==> config.mk <==
export PLATFORM = sky130hd
export DESIGN_NAME = lcd_panel_spi_cfg
export DESIGN_NICKNAME = d
export VERILOG_FILES = /design/src/rtl/lcd_cfg_pkg.sv /design/src/rtl/lcd_panel_spi_cfg_shifter.sv /design/src/rtl/lcd_panel_spi_cfg.sv
export SDC_FILE = /design/constraint.sdc
export NUM_CORES = 1
export LEC_CHECK = 0
export CAP_MARGIN = 20
export CELL_PAD_IN_SITES_DETAIL_PLACEMENT = 1
export CELL_PAD_IN_SITES_GLOBAL_PLACEMENT = 1
export CORE_MARGIN = 2
export CORE_UTILIZATION = 42
export CTS_BUF_LIST = sky130_fd_sc_hd__clkbuf_8 sky130_fd_sc_hd__clkbuf_16
export CTS_CLUSTER_DIAMETER = 80
export CTS_CLUSTER_SIZE = 25
export DETAILED_ROUTE_END_ITERATION = 6
export PLACE_DENSITY = 0.81
export SLEW_MARGIN = 0
export SYNTH_ARGS = -nofsm -noshare
export SYNTH_HDL_FRONTEND = slang
export SYNTH_SLANG_ARGS = --single-unit
==> constraint.sdc <==
create_clock -name iCLK -period 6.3 [get_ports iCLK]
set_input_delay 1.89 -clock iCLK [delete_from_list [all_inputs] [get_ports iCLK]]
set_output_delay 1.89 -clock iCLK [all_outputs]
set_load 0.01 [all_outputs]
==> src/rtl/lcd_cfg_pkg.sv <==
// rtl/lcd_cfg_pkg.sv - shared FSM type, frame width and panel register table
package lcd_cfg_pkg;

  localparam int FRAME_W = 16;

  typedef enum logic [2:0] {
    ST_IDLE,
    ST_DELAY,
    ST_LOAD,
    ST_SHIFT,
    ST_GAP,
    ST_DONE
  } cfg_state_t;

  // Panel register addresses and values, written in table order
  localparam logic [5:0] CFG_ADDR [16] = '{
    6'h02, 6'h03, 6'h04, 6'h05, 6'h06, 6'h07, 6'h08, 6'h09,
    6'h0A, 6'h0B, 6'h0C, 6'h0D, 6'h10, 6'h11, 6'h2A, 6'h3F
  };

  localparam logic [7:0] CFG_DATA [16] = '{
    8'h0F, 8'h5F, 8'h17, 8'h20, 8'h08, 8'hA5, 8'h5A, 8'hC3,
    8'h3C, 8'h81, 8'h7E, 8'hFF, 8'h00, 8'h96, 8'h69, 8'hE1
  };

  // Frame layout: address, write flag (0), reserved (0), data
  function automatic logic [FRAME_W-1:0] cfg_word(input logic [3:0] idx);
    return {CFG_ADDR[idx], 1'b0, 1'b0, CFG_DATA[idx]};
  endfunction

endpackage

==> src/rtl/lcd_panel_spi_cfg_shifter.sv <==
// rtl/lcd_panel_spi_cfg_shifter.sv - 3-wire serial frame shifter (SCEN/SCL/SDA)
module lcd_spi_shifter
  import lcd_cfg_pkg::*;
#(
  parameter int CLK_DIV = 16
) (
  input  logic               i_clk,
  input  logic               i_rst,
  input  logic               i_abort,
  input  logic               i_load,
  input  logic [FRAME_W-1:0] i_frame,
  output logic               o_scen,
  output logic               o_scl,
  output logic               o_sda,
  output logic               o_frame_done
);

  localparam int DIV_W = $clog2(CLK_DIV);
  localparam logic [DIV_W-1:0] DIV_LAST = DIV_W'(CLK_DIV - 1);

  logic [DIV_W-1:0]   r_div;
  logic [3:0]         r_bit;
  logic [FRAME_W-1:0] r_shift;
  logic               r_scen;
  logic               r_scl;
  logic               r_sda;
  logic               w_half_end;

  assign w_half_end   = !r_scen && (r_div == DIV_LAST);
  // Asserted in the last cycle of the frame so the sequencer's gap starts with SCEN high
  assign o_frame_done = w_half_end && r_scl && (r_bit == 4'd15);

  always_ff @(posedge i_clk) begin
    if (i_rst || i_abort) begin
      r_div   <= '0;
      r_bit   <= '0;
      r_shift <= '0;
      r_scen  <= 1'b1;
      r_scl   <= 1'b0;
      r_sda   <= 1'b0;
    end else if (i_load) begin
      r_div   <= '0;
      r_bit   <= '0;
      r_shift <= i_frame;
      r_scen  <= 1'b0;
      r_scl   <= 1'b0;
      r_sda   <= i_frame[FRAME_W-1];
    end else if (!r_scen) begin
      if (w_half_end) begin
        r_div <= '0;
        if (!r_scl) begin
          r_scl <= 1'b1;
        end else begin
          r_scl <= 1'b0;
          if (r_bit == 4'd15) begin
            r_scen <= 1'b1;
            r_sda  <= 1'b0;
          end else begin
            r_bit   <= r_bit + 4'd1;
            r_shift <= {r_shift[FRAME_W-2:0], 1'b0};
            r_sda   <= r_shift[FRAME_W-2];
          end
        end
      end else begin
        r_div <= r_div + DIV_W'(1);
      end
    end
  end

  assign o_scen = r_scen;
  assign o_scl  = r_scl;
  assign o_sda  = r_sda;

endmodule

==> src/rtl/lcd_panel_spi_cfg.sv <==
// rtl/lcd_panel_spi_cfg.sv - post-reset panel register configurator over 3-wire serial
module lcd_panel_spi_cfg
  import lcd_cfg_pkg::*;
#(
  parameter int          CLK_DIV      = 16,
  parameter logic [19:0] POST_RST_DLY = 20'd100000,
  parameter int          NUM_REGS     = 8
) (
  input  logic iCLK,
  input  logic iRST,
  input  logic iGREST_n,
  input  logic iSTART,
  output logic oSCEN,
  output logic oSCL,
  output logic oSDA,
  output logic oBUSY,
  output logic oDONE
);

  localparam int IDX_W = $clog2(NUM_REGS) + 1;
  localparam logic [IDX_W-1:0] IDX_LAST = IDX_W'(NUM_REGS - 1);
  localparam logic [19:0]      GAP_LAST = 20'(2 * CLK_DIV - 1);

  cfg_state_t         r_state;
  logic [IDX_W-1:0]   r_idx;
  logic [19:0]        r_dly;
  logic               r_busy;
  logic               r_done;

  logic               w_abort;
  logic               w_dly_hit;
  logic               w_gap_hit;
  logic               w_last;
  logic               w_load;
  logic [IDX_W-1:0]   w_load_idx;
  logic [FRAME_W-1:0] w_frame;
  logic               w_frame_done;
  logic               w_scen;
  logic               w_scl;
  logic               w_sda;

  assign w_abort   = (r_state != ST_IDLE) && !iGREST_n;
  assign w_dly_hit = ({1'b0, r_dly} + 21'd1) >= {1'b0, POST_RST_DLY};
  assign w_gap_hit = (r_dly == GAP_LAST);
  assign w_last    = (r_idx == IDX_LAST);
  assign w_frame   = cfg_word(4'(w_load_idx));

  // The shifter loads on the same edge the FSM enters LOAD, so SCEN falls with LOAD
  always_comb begin
    w_load     = 1'b0;
    w_load_idx = r_idx;
    case (r_state)
      ST_DELAY: begin
        w_load     = w_dly_hit;
        w_load_idx = '0;
      end
      ST_GAP: begin
        w_load     = w_gap_hit && !w_last;
        w_load_idx = r_idx + IDX_W'(1);
      end
      ST_DONE: begin
        w_load     = iSTART;
        w_load_idx = '0;
      end
      default: ;
    endcase
    w_load = w_load && iGREST_n;
  end

  always_ff @(posedge iCLK) begin
    if (iRST || w_abort) begin
      r_state <= ST_IDLE;
      r_idx   <= '0;
      r_dly   <= '0;
      r_busy  <= 1'b0;
      r_done  <= 1'b0;
    end else begin
      case (r_state)
        ST_IDLE: begin
          if (iGREST_n) begin
            r_state <= ST_DELAY;
            r_dly   <= '0;
          end
        end
        ST_DELAY: begin
          if (w_dly_hit) begin
            r_state <= ST_LOAD;
            r_idx   <= '0;
            r_dly   <= '0;
            r_busy  <= 1'b1;
          end else begin
            r_dly <= r_dly + 20'd1;
          end
        end
        ST_LOAD: r_state <= ST_SHIFT;
        ST_SHIFT: begin
          if (w_frame_done) begin
            r_state <= ST_GAP;
            r_dly   <= '0;
          end
        end
        ST_GAP: begin
          if (w_gap_hit) begin
            r_dly <= '0;
            if (w_last) begin
              r_state <= ST_DONE;
              r_busy  <= 1'b0;
              r_done  <= 1'b1;
            end else begin
              r_state <= ST_LOAD;
              r_idx   <= w_load_idx;
            end
          end else begin
            r_dly <= r_dly + 20'd1;
          end
        end
        ST_DONE: begin
          if (iSTART) begin
            r_state <= ST_LOAD;
            r_idx   <= '0;
            r_busy  <= 1'b1;
            r_done  <= 1'b0;
          end
        end
        default: r_state <= ST_IDLE;
      endcase
    end
  end

  lcd_spi_shifter #(
    .CLK_DIV(CLK_DIV)
  ) u_shifter (
    .i_clk        (iCLK),
    .i_rst        (iRST),
    .i_abort      (w_abort),
    .i_load       (w_load),
    .i_frame      (w_frame),
    .o_scen       (w_scen),
    .o_scl        (w_scl),
    .o_sda        (w_sda),
    .o_frame_done (w_frame_done)
  );

  assign oSCEN = w_scen;
  assign oSCL  = w_scl;
  assign oSDA  = w_sda;
  assign oBUSY = r_busy;
  assign oDONE = r_done;

endmodule
Word-level counts from Yosys, hierarchy flattened. Memories as Yosys holds them, arrays and structs flattened. Index checks and enable logic that the tools add are counted.

Add/subtract/negate cells: 5. $lt $le $gt $ge: 2. Equality and inequality tests: 18. Muxes and demuxes: 49. Bitwise operators: 3. Reduce and logical (&&, ||, !) cells: 28.

Operator list (number): 2-to-1 mux 20 bit (4); case mux 20 bit (4 select lines) (1); 2-to-1 mux 15 bit (5); adder 20 x 1 -> 21 bit, second input constant (1); >= comparator 21 x 17 -> 1 bit, second input constant (1); adder 20 x 1 -> 20 bit, second input constant (1); == test 20 x 5 -> 1 bit, second input constant (1); 2-to-1 mux 4 bit (5); 2-to-1 mux 1 bit (18); 2-to-1 mux 3 bit (6); case mux 3 bit (6 select lines) (1); 2-to-1 mux 8 bit (2); AND reduction 5 bit (3); adder 4 x 1 -> 4 bit, second input constant (3); 2-to-1 mux 6 bit (2); != test 2 bit, second input constant (6); case mux 4 bit (3 select lines) (1); AND reduction 4 bit (3); == test 4 bit, second input constant (2); case mux 4 bit (2 select lines) (1); == test 3 x 2 -> 1 bit, second input constant (2); == test 3 bit, second input constant (2); logical AND 1 bit (6); != test 2 x 1 -> 1 bit, second input constant (3); other kinds (16) (25).

Register bits after elaboration: 55. Memory bits (read-only): 224. Input port bits: 4. Output and inout port bits: 5. Word-level logic and storage cells: 119. Memories: 2.

Memories: (name not given) (words 16, bits a word 8, read ports 1, clocked after Yosys merged registers in 0, wr ports 0, RTL line lcd_cfg_pkg.sv:28) `return {CFG_ADDR[idx], 1'b0, 1'b0, CFG_DATA[idx]};`; (name not given) (words 16, bits a word 6, read ports 1, clocked after Yosys merged registers in 0, wr ports 0, RTL line lcd_cfg_pkg.sv:28).

Logic depth before layout (Yosys ltp).
Depth in word-level cells: 8. Mapped depth: 11.

Cells and area by module. Synthesis repeated with hierarchy kept, for this count alone.

Cells, all modules: 452. Area total of the unflattened synthesis: 3512.1 sq um.

Modules (own cells, without submodules): lcd_panel_spi_cfg (times used 1, cells an instance 301, area each 2233.4 sq um, sequential area each 580.6 sq um); lcd_spi_shifter (times used 1, cells an instance 151, area each 1278.7 sq um, sequential area each 520.5 sq um).

Worst setup path after synthesis. No wires, ideal clock.

Path type: input -> register. Start point: in iGREST_n. End point: reg r_dly[6]. Arrival: 3.007 ns. Required time: 6.178 ns. Path slack: 3.172 ns. Stages: 6. Path buffers: 2. Cell sequence: a21oi_1 > or2_2 > clkbuf_1 > nor2_1 > clkbuf_1 > a221o_1.

Cells in the longest elaborated chain, start to end: 3. Elaborated cells on any way between the ends: 5.

Ends and longest elaborated chain: start: declaration (RTL line lcd_panel_spi_cfg.sv:11) `input logic iGREST_n,`; parallel branches: the longest is 3 deep, another holds AND reduction 3 bit; end signal: assignment (RTL line lcd_panel_spi_cfg.sv:92) `r_dly <= r_dly + 20'd1;`; end signal: assignment (RTL line lcd_panel_spi_cfg.sv:114) `r_dly <= r_dly + 20'd1;`; end: declaration (RTL line lcd_panel_spi_cfg.sv:26) `logic [19:0] r_dly;`.

Parallel ways; which one is timed is not known. A chain may end at the register's enable or synchronous reset.

Final worst setup path.
Start point: in iGREST_n. End point: reg r_dly[17].

Same word-level chain as after synthesis.

==> flow_metrics.py <==
metrics = {
    "setup_path": {
        "critPathMaxFanout": 20,
        "end_kind": "flop",
        "worstReg2RegStart": "r_dly[0]$_SDFFE_PP0P_",
        "path_class": "primary input to flop",
        "reg2reg_slack_ns": 2.73,
        "r2r_cells": 9,
        "rr_endpoint": "u_shifter.r_bit[2]$_SDFFE_PP0P_",
        "crit_arrival_ns": 4.11,
        "required_ns": 6.56,
        "crit_path_start_kind": "primary input",
    },
    "global_route": {
        "grt_pass1_wl_um": 16100,
        "use_met3_pct": 3.37,
        "grt-busiest-layer": "met2",
        "use_met2_pct": 35.8,
        "gr-usage-met1_pct": 29.8,
        "grt_start_max_net_pins": 31,
        "overflow": 0,
        "grt_pass1_vias": 3318,
        "grt_antenna_before_repair": 0,
        "track_usage_pct": 22.0,
    },
    "cts": {
        "clkTransAtPathRegs_ns": 0.11,
        "clockRootBuffer": "clkbuf_8",
        "cts_sinks": 55,
        "ctsHoldBuffers": 0,
        "cts_made_buffers": 5,
        "cts_tree": "yes",
        "clk_latency_ns": 0.33,
        "cts_setup_buffers": 0,
        "cts_resized": 0,
        "cts_max_level": 2,
        "cts_buffer_depth": 2,
    },
    "pwr": {
        "p_int_mw": 0.453,
        "comb_power_share_pct": 9.5,
        "finalPower_mw": 0.633,
        "ir_worst_vdd_v": 0.000108,
        "p_sw_share_pct": 28.4,
        "p_sw_mw": 0.180,
        "seqPwrFrac_pct": 56.5,
        "clockPowerShare_pct": 34.0,
        "power_density_mw_per_mm2": 169,
        "p_leak_nw": 1.33,
    },
    "sta": {
        "fin_crit_sh_pct": 61.0,
        "tightestPinTransition_ns": 1.04,
        "rsz0062_at_grt": "no",
        "timing.slew.headroom_pct": 30.8,
        "worst_slack_ns": 2.46,
        "finalHoldViolations": 0,
        "drv_slew": 0,
        "finalSetupTns_ns": 0,
        "min_period_ns": 3.84,
        "setup_viol": 0,
        "fmax_mhz": 260,
        "finClkSkew_ns": 0.0102,
    },
    "hold_path": {
        "whs_endpoint": "oBUSY$_SDFFE_PP0P_",
        "min-delay-start": "oBUSY$_SDFFE_PP0P_",
        "hold_depth": 2,
        "hold_path.class": "flop to flop",
    },
    "synthesis": {
        "synth_edf_count": 0,
        "synth_area_leaders": "dfxtp_1, nor2_1, nand2_1",
        "synth-main-ff-cell": "dfxtp_1",
        "synth_top_area_share_pct": 30.9,
        "async_flop_share_pct": 0,
        "synth_commonest_cells": "dfxtp_1, nor2_1, nand2_1",
        "synth_cell_types": 68,
        "synth_nets": 478,
        "synthesis.area_mm2": 0.00357,
        "synth_top_area_cell": "dfxtp_1",
        "yosys_warnings": 0,
        "ys_ff_latch": 55,
        "ys_seq_area_share_pct": 30.9,
        "synth_most_common_cell": "dfxtp_1",
        "syn_avg_cell_area_um2": 7.69,
        "syn_inst": 464,
    },
    "cells_and_area": {
        "diodes": 0,
        "nets": 463,
        "multi_input_area_mm2": 0.00228,
        "drive_above_1_share_pct": 7.33,
        "fillCellCount": 1031,
        "area_delta_synth_final_pct": 4.74,
        "regArea_mm2": 0.00110,
    },
    "detailed_routing": {
        "firstDrtPassIters": 4,
        "routed_via_density": 6.10,
        "num_vias": 3383,
        "wirelength_um": 9440,
        "drtAntennaViolNets": 0,
        "wl_per_cell_um": 17.0,
        "drtIter0Drc": 171,
        "drc": 0,
    },
    "placement": {
        "globalplace.congestion": 0.933,
        "post-place-ws_ns": 2.09,
        "port-buffer-count": 8,
        "hpwlAfterDp_um": 6770,
    },
    "floorplanning": {
        "chipHeight_um": 96.2,
        "start_util_pct": 43.4,
        "die_w_um": 96.2,
        "ios": 9,
        "core_area_mm2": 0.00822,
        "placementRows": 33,
        "fp.dieArea_mm2": 0.00925,
    },
    "run_status": {
        "status": "finished clean",
    },
    "run": {
        "max-cap-violations": 0,
    },
}
## logic make-up (layout without fill, tap and decap cells)
kind of cell	Yosys count	count (layout)	synth area share, %
XOR/XNOR	8	8	1.96
multiplexers	18	18	5.33
adder cells (fa/ha/maj)	10	10	3.51
AO/OA/AOI/OAI	123	123	22.9
buffers and inverters	43	29	5.40
AND/OR/NAND/NOR	207	207	30.0
flip-flops	55	55	30.9
## placed cells by master, fill, tap and decap left out, types with 4 or more instances in the layout
cell type,synthesis,layout
nor3_1,9,9
xnor2_1,7,7
clkdlybuf4s50_1,0,8
nor2b_1,5,5
or3_1,8,8
and2_1,6,6
o21a_1,6,6
nand3_1,19,19
or2_2,6,6
o21ai_0,25,25
inv_1,12,12
nor2_1,54,54
a21o_1,4,4
clkbuf_8,0,5
mux2i_1,10,10
o211ai_1,7,7
nor4_1,8,8
o21ai_1,5,4
nand4_1,11,11
ha_1,10,10
mux2_2,8,8
nand2_1,50,50
a31oi_1,5,5
dfxtp_1,55,55
or4_1,4,4
and3_1,4,4
a21oi_1,29,29
a211oi_1,11,11
## power groups by stage
stage / registers (mW) / logic, mW / clock network [mW]
2_1_floorplan: 0.361 / 0.0480 / 0
3_3_place_gp: 0.365 / 0.0574 / 0
3_5_place_dp: 0.366 / 0.0595 / 0
4_1_cts: 0.358 / 0.0600 / 0.222
5_1_grt: 0.359 / 0.0661 / 0.236
6_report: 0.358 / 0.0599 / 0.215
## worst max-delay path: stages
cell and delay (ns):
clkdlybuf4s50_1 0.55, a21oi_1 0.07, nor2_1 0.60, o21ai_2 0.42
or4_1 0.49, o21ai_1 0.08
## area by class of cell
type / count / share of cell area [%]
Sequential cell: 55 / 29.5
Clock buffer: 5 / 1.84
Clock inverter: 3 / 0.670
Inverter: 12 / 1.21
Multi-Input combinational cell: 366 / 61.0
Timing Repair Buffer: 9 / 2.34
Tap cell: 105 / 3.52
## worst max path at each step
stage | cells past startpoint | startpoint | endpoint
5_1_grt | 6 | iGREST_n | r_dly[17]$_SDFFE_PP0P_
3_5_place_dp | 6 | iGREST_n | r_dly[17]$_SDFFE_PP0P_
2_1_floorplan | 6 | iGREST_n | r_dly[6]$_SDFFE_PP0P_
4_1_cts | 6 | iGREST_n | r_dly[17]$_SDFFE_PP0P_
3_3_place_gp | 6 | iGREST_n | r_dly[17]$_SDFFE_PP0P_
6_report | 6 | iGREST_n | r_dly[17]$_SDFFE_PP0P_
## through the flow
step | hold WS (ns) | instances | utilization (%) | instance area [um^2]
final | 0.492 | 555 | 45.5 | 3740
after global routing | 0.524 | 555 | 45.5 | 3740
after CTS | 0.500 | 554 | 45.4 | 3730
after detailed placement | 0.486 | 546 | 44.2 | 3630
after global placement | 0.474 | 546 | 44.2 | 3630
after floorplan | 0.460 | 464 | - | 3570
## state kept, by name (all words and copies together) (netlist names)
name               flops
u_shifter.r_div        4
u_shifter.o_scen       1
u_shifter.r_bit        4
oDONE                  1
u_shifter.o_scl        1
r_idx                  4
oBUSY                  1
u_shifter.r_shift     15
r_dly                 20
u_shifter.o_sda        1
r_state                3
## routing by layer
| metal | share of wire, % | vias up |
|---|---|---|
| met1 | 50 | 1639 |
| met3 | 2.4 | 14 |
| met2 | 46 | 52 |
| met4 | 1.5 | 0 |
| li1 | - | 1678 |
| met5 | 0 | - |
(Power assumes the default switching activity.)
